**src/rtl/div_sweep_ctrl.sv**
```systemverilog
// Programmable divider sweep controller: walks a preset value from start to stop,
// loading the divider and dwelling a fixed number of its output pulses per step.
module div_sweep_ctrl #(
    parameter int DWELL_W = 8
) (
    input  logic               UP,
    input  logic               preset,
    input  logic               start,
    input  logic               abort,
    input  logic [7:0]         start_val,
    input  logic [7:0]         stop_val,
    input  logic [7:0]         step_val,
    input  logic [DWELL_W-1:0] dwell,
    input  logic               loop,
    input  logic               div_out,
    output logic [7:0]         div_data,
    output logic               div_ld_n,
    output logic               busy,
    output logic               done,
    output logic [7:0]         step_cnt
);

    typedef enum logic [2:0] {
        IDLE = 3'd0,
        LOAD = 3'd1,
        RUN  = 3'd2,
        NEXT = 3'd3,
        DONE = 3'd4
    } state_t;

    state_t             state_q, state_d;
    logic [7:0]         start_q, start_d;
    logic [7:0]         stop_q, stop_d;
    logic [7:0]         step_q, step_d;
    logic [DWELL_W-1:0] dwell_q, dwell_d;
    logic               loop_q, loop_d;
    logic [7:0]         cur_q, cur_d;
    logic [7:0]         cnt_q, cnt_d;
    logic [DWELL_W-1:0] pcnt_q, pcnt_d;
    logic               prev_q;
    logic               ld_n_q;
    logic               busy_q;
    logic               done_q;

    logic               edge_w;
    logic [8:0]         sum_w;
    logic               pass_end_w;

    assign edge_w     = div_out & ~prev_q;
    assign sum_w      = {1'b0, cur_q} + {1'b0, step_q};
    // sum_w[8] already exceeds any 8-bit stop, but keep it explicit
    assign pass_end_w = (cur_q == stop_q) || (sum_w > {1'b0, stop_q}) || sum_w[8];

    always_comb begin
        state_d = state_q;
        start_d = start_q;
        stop_d  = stop_q;
        step_d  = step_q;
        dwell_d = dwell_q;
        loop_d  = loop_q;
        cur_d   = cur_q;
        cnt_d   = cnt_q;
        pcnt_d  = pcnt_q;
        if (abort) begin
            state_d = IDLE;
            pcnt_d  = '0;
        end else begin
            unique case (state_q)
                IDLE: begin
                    if (start) begin
                        start_d = start_val;
                        stop_d  = stop_val;
                        step_d  = (step_val == 8'd0) ? 8'd1 : step_val;
                        dwell_d = (dwell == '0) ? DWELL_W'(1) : dwell;
                        loop_d  = loop;
                        cur_d   = start_val;
                        cnt_d   = 8'd0;
                        pcnt_d  = '0;
                        state_d = LOAD;
                    end
                end
                LOAD: begin
                    pcnt_d  = '0;
                    state_d = RUN;
                end
                RUN: begin
                    if (edge_w) begin
                        if (pcnt_q + DWELL_W'(1) == dwell_q) begin
                            pcnt_d  = '0;
                            state_d = NEXT;
                        end else begin
                            pcnt_d = pcnt_q + DWELL_W'(1);
                        end
                    end
                end
                NEXT: begin
                    cnt_d = cnt_q + 8'd1;
                    if (!pass_end_w) begin
                        cur_d   = sum_w[7:0];
                        state_d = LOAD;
                    end else if (loop_q) begin
                        cur_d   = start_q;
                        cnt_d   = 8'd0;
                        state_d = LOAD;
                    end else begin
                        state_d = DONE;
                    end
                end
                DONE: begin
                    state_d = IDLE;
                end
                default: begin
                    state_d = IDLE;
                end
            endcase
        end
    end

    always_ff @(posedge UP or negedge preset) begin
        if (!preset) begin
            state_q <= IDLE;
            start_q <= 8'd0;
            stop_q  <= 8'd0;
            step_q  <= 8'd1;
            dwell_q <= DWELL_W'(1);
            loop_q  <= 1'b0;
            cur_q   <= 8'd0;
            cnt_q   <= 8'd0;
            pcnt_q  <= '0;
            prev_q  <= 1'b0;
            ld_n_q  <= 1'b1;
            busy_q  <= 1'b0;
            done_q  <= 1'b0;
        end else begin
            state_q <= state_d;
            start_q <= start_d;
            stop_q  <= stop_d;
            step_q  <= step_d;
            dwell_q <= dwell_d;
            loop_q  <= loop_d;
            cur_q   <= cur_d;
            cnt_q   <= cnt_d;
            pcnt_q  <= pcnt_d;
            prev_q  <= div_out;
            ld_n_q  <= (state_d != LOAD);
            busy_q  <= (state_d == LOAD) || (state_d == RUN) || (state_d == NEXT);
            done_q  <= (state_d == DONE);
        end
    end

    assign div_data = cur_q;
    assign div_ld_n = ld_n_q;
    assign busy     = busy_q;
    assign done     = done_q;
    assign step_cnt = cnt_q;

endmodule

```
**config.mk**
```make
export PLATFORM = sky130hd
export DESIGN_NAME = div_sweep_ctrl
export DESIGN_NICKNAME = d
export VERILOG_FILES = /design/src/rtl/div_sweep_ctrl.sv
export SDC_FILE = /design/constraint.sdc
export NUM_CORES = 1
export LEC_CHECK = 0
export ABC_AREA = 1
export BUFFER_PORTS_ARGS = -buffer_cell sky130_fd_sc_hd__buf_2
export CAP_MARGIN = 20
export CORE_MARGIN = 1.5
export CORE_UTILIZATION = 40
export CTS_BUF_LIST = sky130_fd_sc_hd__clkbuf_4 sky130_fd_sc_hd__clkbuf_8
export CTS_CLUSTER_SIZE = 14
export DETAILED_ROUTE_END_ITERATION = 6
export GPL_TIMING_DRIVEN = 1
export SLEW_MARGIN = 20
export SYNTH_ARGS = -nofsm -noshare
export SYNTH_HDL_FRONTEND = slang
export SYNTH_SLANG_ARGS = --single-unit
```
**constraint.sdc**
```tcl
create_clock -name UP -period 4.1 [get_ports UP]
set_input_delay 0.205 -clock UP [delete_from_list [all_inputs] [get_ports UP]]
set_output_delay 0.205 -clock UP [all_outputs]
set_load 0.03 [all_outputs]
```
==> results of run 1 <==
-- critical path, stage by stage, from the launching register on --
cell	delay, ps
dfrtp_1	430
ha_1	260
fa_1	410
nand3_1	80
nand2_1	100
nand3_2	80
nand2_1	100
nand2_1	80
nand2_1	70
ha_1	290
a21o_1	190
a21oi_1	120
nand2_1	80
nand2_2	160
nand3_4	170
nand2_4	130
nand2_4	50
nand2_4	130
inv_6	80
nand2_1	60
nand2_1	50
-- state kept, by name (all words and copies together), names as in the netlist, 3 cells and up --
signal and flops:
state_q 3, dwell_q 8, stop_q 8, step_q 8, start_q 8, div_data 8, pcnt_q 8, step_cnt 8
-- layout by cell type, fill, tap and decap left out, drive strengths merged --
master / instances
a21o: 1
a21oi: 8
and2: 1
and3: 1
buf: 58
bufinv: 1
clkbuf: 10
clkinv: 4
clkinvlp: 2
dfrtp: 61
dfstp: 3
dlygate4sd3: 1
fa: 1
ha: 18
inv: 75
nand2: 201
nand3: 44
nand3b: 4
nand4: 12
nor2: 22
nor3: 6
nor4: 2
o21ai: 35
o21bai: 1
o22ai: 3
o311ai: 1
xnor2: 4
xor2: 8
-- timing repair --
action | in CTS | in global routing
hold buffers | 1 | 0
hold endpoints to repair | 1 | 0
resized for setup | 0 | 0
-- per-stage QoR --
| stage | power (uW) | hold slack [ps] | setup slack [ps] | instances |
|---|---|---|---|---|
| finish | 2370 | -32.4 | 847 | 717 |
| global route | 2590 | 35.7 | 588 | 717 |
| CTS | 2390 | 11.9 | 856 | 717 |
| detailed placement | 1820 | 334 | 875 | 700 |
| global placement | 1800 | 329 | 1000 | 700 |
| floorplan | 1560 | -90.6 | 1040 | 522 |
-- final timing paths --
| path | endpoint | depth (start not counted) |
|---|---|---|
| setup reg to reg | div_data[3] | 20 |
| hold reg to reg | step_q[7] | 2 |
| hold / removal | step_q[6] | 1 |
| min in group UP | stop_q[5] | 3 |
| setup / recovery | div_data[3] | 20 |
| max in group asynchronous | dwell_q[0] | 2 |
-- final cells by class --
cell class	instances	share of cell area, %
well taps	129	3.62
multi-input cells	373	42.5
repair buffers	59	6.84
clock inverters	6	1.51
inverters	76	6.50
flip-flops and latches	64	36.0
clock buffers	10	3.08
-- power groups by stage --
stage / Combinational, uW / Sequential (uW) / Clock, uW
final: 977 / 833 / 560
after global placement: 956 / 843 / 0
after detailed placement: 979 / 845 / 0
after floorplan: 685 / 872 / 0
after global routing: 1120 / 850 / 611
after CTS: 984 / 834 / 574
-- logic make-up (layout without fill, tap and decap cells) --
| family | Yosys count | in the layout | synth area share, % |
|---|---|---|---|
| xor gates and xnor gates | 12 | 12 | 2.74 |
| AOI/OAI and AO/OA | 49 | 49 | 6.73 |
| and+or+nand+nor | 293 | 293 | 33.6 |
| adders and majority gates | 19 | 19 | 6.40 |
| DFF | 64 | 64 | 41.9 |
| buffers and inverters | 85 | 151 | 8.66 |
-- routing by layer --
metal / vias to the layer above / part of all wire [%] / global-route usage, %
met5: - / 0 / 0
met4: 0 / 0.70 / 6.83
met3: 4 / 6.2 / 4.37
met2: 73 / 43 / 28.7
met1: 1595 / 50 / 28.6
li1: 1784 / - / -
==> flow_metrics.env, run 1 <==
export IMPL_status="finished with violations"
export IMPL_violations="negative hold slack"
export IMPL_r2r_slack_ps=850
export IMPL_crit_path_start="div_data[0]"
export IMPL_core_area_um2=9240
export IMPL_synth_seq_cells=64
export IMPL_slew_viol_final=0
export IMPL_multi_input_area_um2=1900
export IMPL_cts_sinks=64
export IMPL_utilization_pct=48.3
export IMPL_vias_per_cell=4.82
export IMPL_clock_fmax_ghz=0.307
export IMPL_drc=0
export IMPL_synth_area_leaders="dfrtp_1 (40%), nand2_1 (19%), inv_1 (6.8%)"
export IMPL_critPathMaxFanout=10
export IMPL_cp_end_kind="register"
export IMPL_overflow=0
export IMPL_postSynthCellCount=522
export IMPL_yosysWarnings=0
export IMPL_grt_max_degree=47
export IMPL_io_buffer_count=56
export IMPL_arrival_ps=3480
export IMPL_die_area_um2=10200
export IMPL_drive_above_1_share_pct=16.0
export IMPL_finalWirelength_um=9010
export IMPL_clk_latency_ps=340
export IMPL_start_util_pct=41.4
export IMPL_wl_per_cell_um=12.6
export IMPL_post_dp_cell_area_um2=4250
export IMPL_synthDominantCellAreaShare_pct=39.9
export IMPL_fillers=932
export IMPL_antenna_found_initial=0
export IMPL_ys_types=35
export IMPL_grt_pass1_vias=3254
export IMPL_cts_made_buffers=9
export IMPL_min_path_type="primary input to async pin"
export IMPL_synth_commonest_cells="nand2_1 (195), inv_1 (69), dfrtp_1 (61)"
export IMPL_synth_edff_count=0
export IMPL_cellInternalPower_uw=1380
export IMPL_syn_nets=579
export IMPL_dr_pass1_iters=4
export IMPL_r2r_start="div_data[0]"
export IMPL_synth_top_flop_cell="dfrtp_1"
export IMPL_postRouteAntennaNets=0
export IMPL_ir_worst_vdd_v=0.000195
export IMPL_critPathLaunchType="register"
export IMPL_cts_tree="done"
export IMPL_first_iter_violations=192
export IMPL_yosysSeqAreaShare_pct=41.9
export IMPL_io_pins=57
export IMPL_postSynth_asyncResetShare_pct=100
export IMPL_syn_area_per_cell_um2=7.34
export IMPL_hpwlAfterDp_um=6890
export IMPL_clk_path_buf_depth=2
export IMPL_p_per_area_nw_per_um2=531
export IMPL_htreeDepth=3
export IMPL_grt_util_all_layers_pct=19.7
export IMPL_grt_pass1_wl_um=15500
export IMPL_seqCellArea_um2=1610
export IMPL_hold_viol=21
export IMPL_yosysTopAreaCell="dfrtp_1"
export IMPL_rsz0062_at_grt="no"
export IMPL_die_h_um=101
export IMPL_p_sw_uw=992
export IMPL_final_setup_tns_ps=0
export IMPL_clk_pin_slew_ps=70
export IMPL_fin_nets=640
export IMPL_syn_area_um2=3830
export IMPL_finalCritPeriodShare_pct=79.3
export IMPL_clock_skew_final_ps=12.2
export IMPL_via_count=3456
export IMPL_yosysMostFrequentCell="nand2_1"
export IMPL_crit_required_ps=4330
export IMPL_clkPwrFrac_pct=23.6
export IMPL_max_cap_viol_count=0
export IMPL_swShare_pct=41.8
export IMPL_worstMarginPinSlew_ps=878
export IMPL_worst_hold_slack_ps=-32.4
export IMPL_place_gp_congestion=0.845
export IMPL_design_area_um2=4460
export IMPL_row_count=35
export IMPL_comb_power_share_pct=41.2
export IMPL_insertedDiodeCount=0
export IMPL_finalSetupViolCount=0
export IMPL_cts_setup_buffers=0
export IMPL_static_leakage_power_uw=0.00245
export IMPL_fin_crit_ps=3250
export IMPL_critPathKind="register to register"
export IMPL_cts_root_buf="clkbuf_8"
export IMPL_p_seq_share_pct=35.2
export IMPL_die_x_um=101
export IMPL_syn2layout_area_growth_pct=16.5
export IMPL_slew_headroom_pct=41.5
Power figures use the tool's default switching activity.
==> run 2: changes to the inputs <==
clock period = 3.1 ns   (was 4.1 ns; I/O delays follow)
==> run 2 against run 1 <==
  * The flow now finishes without violations
  * Fmax up 12%
  * Wire length up 4.1%
  * Largest power group unchanged
  * Global-route usage up 0.56 points
  * Critical endpoint is now div_data[7]
  * Via count up 0.43%
  * Flip-flop and latch count unchanged
  * Largest cell class unchanged
  * Non-clock buffer count up 10
==> flow_metrics.env, run 2 (same netlist as run 1, synthesis figures left out) <==
export IMPL_critPathBufInv=1
export IMPL_fin_nets=650
export IMPL_row_count=35
export IMPL_critPathLaunchType="register"
export IMPL_slew_viol_final=0
export IMPL_hold_viol=0
export IMPL_static_leakage_power_uw=0.00250
export IMPL_status="finished clean"
export IMPL_p_sw_uw=1350
export IMPL_slew_headroom_pct=44.1
export IMPL_grt_pass1_vias=3210
export IMPL_p_per_area_nw_per_um2=706
export IMPL_max_cap_viol_count=0
export IMPL_cpMaxStageDelayCell="dfstp_2"
export IMPL_met3_usage_pct=3.47
export IMPL_clkPwrFrac_pct=20.7
export IMPL_finalWirelength_um=9380
export IMPL_overflow=0
export IMPL_fin_crit_ps=2900
export IMPL_crit_required_ps=3350
export IMPL_first_iter_violations=168
export IMPL_cp_slowest_stage_delay_ps=550
export IMPL_via_count=3471
export IMPL_antenna_found_initial=0
export IMPL_final_setup_tns_ps=0
export IMPL_ir_worst_vdd_v=0.000281
export IMPL_postRouteAntennaNets=0
export IMPL_core_area_um2=9240
export IMPL_grt_pass1_wl_um=15600
export IMPL_setup_ws_ps=203
export IMPL_cts_tree="done"
export IMPL_final_cell_mix="nand2_1 (193), inv_1 (69), dfrtp_1 (61), buf_2 (56), nand3_1 (41)"
export IMPL_arrival_ps=3150
export IMPL_comb_power_share_pct=45.4
export IMPL_cp_end_kind="register"
export IMPL_syn2layout_area_growth_pct=18.9
export IMPL_p_seq_share_pct=33.8
export IMPL_pre_cts_ws_ps=58.7
export IMPL_critPathMaxFanout=8
export IMPL_multi_input_area_um2=1920
export IMPL_fillers=926
export IMPL_htreeDepth=3
export IMPL_clk_latency_ps=350
export IMPL_cts_made_buffers=9
export IMPL_grt_util_all_layers_pct=20.2
export IMPL_total_power_uw=3220
export IMPL_worstMarginPinSlew_ps=834
export IMPL_grt_max_degree=47
export IMPL_clock_skew_final_ps=12.4
export IMPL_vias_per_cell=4.77
export IMPL_finalCritPeriodShare_pct=93.5
export IMPL_start_util_pct=41.4
export IMPL_place_gp_congestion=0.931
export IMPL_clk_pin_slew_ps=70
export IMPL_swShare_pct=42.0
export IMPL_clk_path_buf_depth=2
export IMPL_seqCellArea_um2=1610
export IMPL_insertedDiodeCount=0
export IMPL_use_met1_pct=30.3
export IMPL_cellInternalPower_uw=1860
export IMPL_clock_fmax_ghz=0.345
export IMPL_drc=0
export IMPL_cts_root_buf="clkbuf_8"
export IMPL_min_path_type="primary input to register"
export IMPL_io_pins=57
export IMPL_die_h_um=101
export IMPL_mostFrequentLayoutCell="nand2_1"
export IMPL_die_x_um=101
export IMPL_cts_sinks=64
export IMPL_cpMostUsedCell="nand2_1"
export IMPL_io_buffer_count=56
export IMPL_critPathKind="register to register"
export IMPL_wl_per_cell_um=12.9
export IMPL_finalSetupViolCount=0
export IMPL_critPathTopFamily="simple AND/OR/NAND/NOR gates"
export IMPL_hpwlAfterDp_um=7110
export IMPL_dr_pass1_iters=5
export IMPL_path_cells="ha_2 -> fa_2 -> nand3_1 -> nand2_2 -> nand3_2 -> nand2_2 -> nand2_1 -> nand2_1 -> ha_1 -> a21o_1 -> a21oi_1 -> nand2_1 -> nand2_2 -> buf_4 -> nand4_1 -> nand3_1 -> nand2_1 -> nand2_1 -> nand2_1"
export IMPL_drive_above_1_share_pct=17.9
export IMPL_grt_busiest_layer="met1"
export IMPL_die_area_um2=10200
export IMPL_use_met2_pct=28.6
## run 2: final timing paths
check / start / end / slack [ps] / cells past startpoint
worst max-delay path: step_q[0] / div_data[7] / 200 / 19
worst min-delay path: stop_val[6] / stop_q[6] / 10 / 3
worst max register to register: step_q[0] / div_data[7] / 200 / 19
worst min register to register: step_q[7] / step_q[7] / 480 / 2
max in group asynchronous: preset / dwell_q[0] / 2030 / 3
min in group asynchronous: preset / step_q[4] / 370 / 2
## run 2: power by group through the flow
| stage | Combinational, uW | Sequential, uW | Clock, uW |
|---|---|---|---|
| finish | 1460 | 1090 | 667 |
| global route | 1640 | 1110 | 724 |
| detailed placement | 1380 | 1100 | 0 |
| floorplan | 906 | 1150 | 0 |
| CTS | 1390 | 1090 | 684 |
| global placement | 1340 | 1100 | 0 |
## run 2: area by class of cell
| cell class | instances | area share (%) |
|---|---|---|
| clock buffers | 13 | 3.52 |
| clock inverters | 3 | 0.412 |
| inverters | 76 | 6.37 |
| multi-input cells | 373 | 42.2 |
| flip-flops and latches | 64 | 35.2 |
| well taps | 129 | 3.54 |
| repair buffers | 69 | 8.73 |
## run 2: per-layer routing
metal / routed length, um / vias up
li1: - / 1798
met1: 4870 / 1579
met2: 3910 / 79
met3: 391 / 15
met4: 201 / 0
met5: 0 / -
## run 2: timing repair
| action | 4_1_cts | 5_1_grt |
|---|---|---|
| resized for setup | 0 | 7 |
| endpoints found under the setup margin | 0 | 18 |
| setup buffers | 0 | 2 |
| endpoints found under the hold margin | 28 | 0 |
| hold buffers | 3 | 0 |
## run 2: worst register-to-register path, cell delays in order (launching register included)
cell and delay [ps]:
dfstp_2 550, ha_2 210, fa_2 220, nand3_1 80, nand2_2 120, nand3_2 90
nand2_2 100, nand2_1 50, nand2_1 80, ha_1 240, a21o_1 180, a21oi_1 130
nand2_1 80, nand2_2 90, buf_4 160, nand4_1 130, nand3_1 130, nand2_1 60
nand2_1 60, nand2_1 50
## run 2: metrics by stage
step                      util [%]  instance area [um^2]  std cells  hold WS (ps)
after floorplan                  -                  3830        522          -141
after global placement        46.6                  4310        706           228
after detailed placement      46.6                  4310        706           234
after CTS                     48.9                  4510        725          3.18
after global routing          49.3                  4560        727          18.6
final                         49.3                  4560        727          12.3
==> run 3: changes to the inputs <==
==> constraint.sdc (replaced) <==
create_clock -name UP -period 3.1 [get_ports UP]
set_input_delay 0 -clock UP [delete_from_list [all_inputs] [get_ports UP]]
set_output_delay 0 -clock UP [all_outputs]
set_load 0.03 [all_outputs]
==> run 3 against run 2 <==
  * Power is 2.6% higher
  * Flip-flop and latch count unchanged
  * Worst setup slack gained 8.8 ps
  * Clock power increased by 7.8%
  * Global-route usage is 0.69 points higher
  * Clock-buffer cell count is 3 lower
  * Largest power group unchanged
==> flow_metrics.env, run 3 (same netlist as run 1, synthesis figures left out) <==
export IMPL_cts_tree="done"
export IMPL_fin_nets=684
export IMPL_finalSetupViolCount=0
export IMPL_worstMarginPinSlew_ps=858
export IMPL_setup_ws_ps=212
export IMPL_postRouteAntennaNets=0
export IMPL_wl_per_cell_um=12.9
export IMPL_ir_worst_vdd_v=0.000313
export IMPL_comb_power_share_pct=45.2
export IMPL_clk_latency_ps=340
export IMPL_clock_fmax_ghz=0.346
export IMPL_critPathLaunchType="register"
export IMPL_critPathKind="register to register"
export IMPL_hold_viol=0
export IMPL_mostFrequentLayoutCell="nand2_1"
export IMPL_cellInternalPower_uw=1940
export IMPL_clk_pin_slew_ps=70
export IMPL_vias_per_cell=4.77
export IMPL_cts_sinks=64
export IMPL_arrival_ps=3110
export IMPL_utilization_pct=53.0
export IMPL_static_leakage_power_uw=0.00264
export IMPL_cp_num_cells=20
export IMPL_syn2layout_area_growth_pct=28.0
export IMPL_io_buffer_count=56
export IMPL_start_util_pct=41.4
export IMPL_pre_cts_ws_ps=38.0
export IMPL_max_cap_viol_count=0
export IMPL_clk_path_buf_depth=2
export IMPL_p_sw_uw=1360
export IMPL_critPathTopFamily="simple AND/OR/NAND/NOR gates"
export IMPL_htreeDepth=3
export IMPL_cp_slowest_stage_delay_ps=550
export IMPL_cpMaxStageDelayCell="dfstp_2"
export IMPL_slew_viol_final=0
export IMPL_total_power_uw=3300
export IMPL_drive_above_1_share_pct=17.2
export IMPL_slew_headroom_pct=42.4
export IMPL_core_area_um2=9240
export IMPL_clkPwrFrac_pct=21.8
export IMPL_grt_util_all_layers_pct=20.9
export IMPL_insertedDiodeCount=0
export IMPL_grt_pass1_wl_um=16400
export IMPL_via_count=3631
export IMPL_die_area_um2=10200
export IMPL_min_delay_path_depth=5
export IMPL_finalCritPeriodShare_pct=93.2
export IMPL_final_cell_mix="nand2_1 (193), inv_1 (69), dfrtp_1 (61), buf_2 (56), nand3_1 (41)"
export IMPL_dr_pass1_iters=5
export IMPL_reg2regPathDepth=20
export IMPL_drc=0
export IMPL_die_x_um=101
export IMPL_critPathBufInv=1
export IMPL_cpMostUsedCell="nand2_1"
export IMPL_io_pins=57
export IMPL_place_gp_congestion=0.900
export IMPL_critPathMaxFanout=9
export IMPL_clock_skew_final_ps=7.39
export IMPL_grt_max_degree=47
export IMPL_row_count=35
export IMPL_swShare_pct=41.2
export IMPL_crit_required_ps=3330
export IMPL_cts_made_buffers=9
export IMPL_overflow=0
export IMPL_antenna_found_initial=0
export IMPL_p_per_area_nw_per_um2=673
export IMPL_status="finished clean"
export IMPL_die_h_um=101
export IMPL_min_path_type="primary input to register"
export IMPL_first_iter_violations=173
export IMPL_p_seq_share_pct=33.1
export IMPL_final_setup_tns_ps=0
export IMPL_fin_crit_ps=2890
export IMPL_grt_pass1_vias=3433
export IMPL_path_cells="ha_2 -> fa_2 -> nand3_1 -> nand2_2 -> nand3_2 -> nand2_2 -> nand2_1 -> nand2_1 -> ha_1 -> a21o_1 -> a21oi_1 -> nand2_1 -> nand2_2 -> nand3_4 -> nand2_4 -> nand2_4 -> nand2_8 -> inv_6 -> nand2_1 -> nand2_1"
export IMPL_cts_root_buf="clkbuf_8"
export IMPL_hpwlAfterDp_um=7350
export IMPL_finalWirelength_um=9820
export IMPL_worst_hold_slack_ps=116
export IMPL_cp_end_kind="register"
==> run 3: cell types whose count changed in the layout (fill, tap and decap cells not counted), sizes merged <==
cell         before  now
bufinv            0    1
dlygate4sd3       3   36
clkinv            5    7
buf              66   67
clkbuf           13   10
==> run 3: power by group through the flow <==
stage,registers [uW],clock network (uW),logic (uW)
CTS,1090,739,1420
global route,1110,788,1690
global placement,1100,0,1340
floorplan,1150,0,906
finish,1090,719,1490
detailed placement,1110,0,1380
==> run 3: worst reg2reg max path: cells and delay by family, from the launching register on <==
| kind | cells | cell delay [ps] |
|---|---|---|
| AND/OR/NAND/NOR | 14 | 1160 |
| AO/OA/AOI/OAI | 2 | 310 |
| buffers and inverters | 1 | 70 |
| adder cells (fa/ha/maj) | 3 | 670 |
| flip-flops | 1 | 550 |
==> run 3: layer usage <==
metal / global-route usage (%) / up-vias / share of wire [%]
li1: - / 1863 / -
met1: 30.6 / 1659 / 50
met2: 32.1 / 96 / 45
met3: 2.77 / 13 / 4.0
met4: 6.72 / 0 / 1.4
met5: 0 / - / 0
==> run 3: per-stage QoR <==
| stage | cells | cell area, um^2 |
|---|---|---|
| after CTS | 759 | 4860 |
| after global placement | 707 | 4300 |
| after global routing | 761 | 4900 |
| after floorplan | 522 | 3830 |
| after detailed placement | 707 | 4300 |
| final | 761 | 4900 |
==> run 3: layout make-up <==
cell class                      count  area [um^2]
Tap cell                          129          161
Fill cell                         897         4340
Timing Repair Buffer              103          723
Multi-Input combinational cell    373         1920
Clock buffer                       10          138
Inverter                           76          290
Sequential cell                    64         1610
Clock inverter                      6         58.8
==> run 3: path summary, 6_finish.rpt <==
check                          start          end  slack, ps
min in group asynchronous     preset    step_q[5]        280
max                        step_q[0]  div_data[5]        210
max in group asynchronous     preset   dwell_q[0]       2010
min reg2reg                step_q[7]    step_q[7]        480
min                            start   state_q[0]        120
max reg2reg                step_q[0]  div_data[5]        210
==> run 3: timing repair <==
action	4_1_cts	5_1_grt
endpoints found under the hold margin	67	0
hold buffers	36	0
setup endpoints to repair	0	18
resized for setup	0	7
setup buffers	0	2
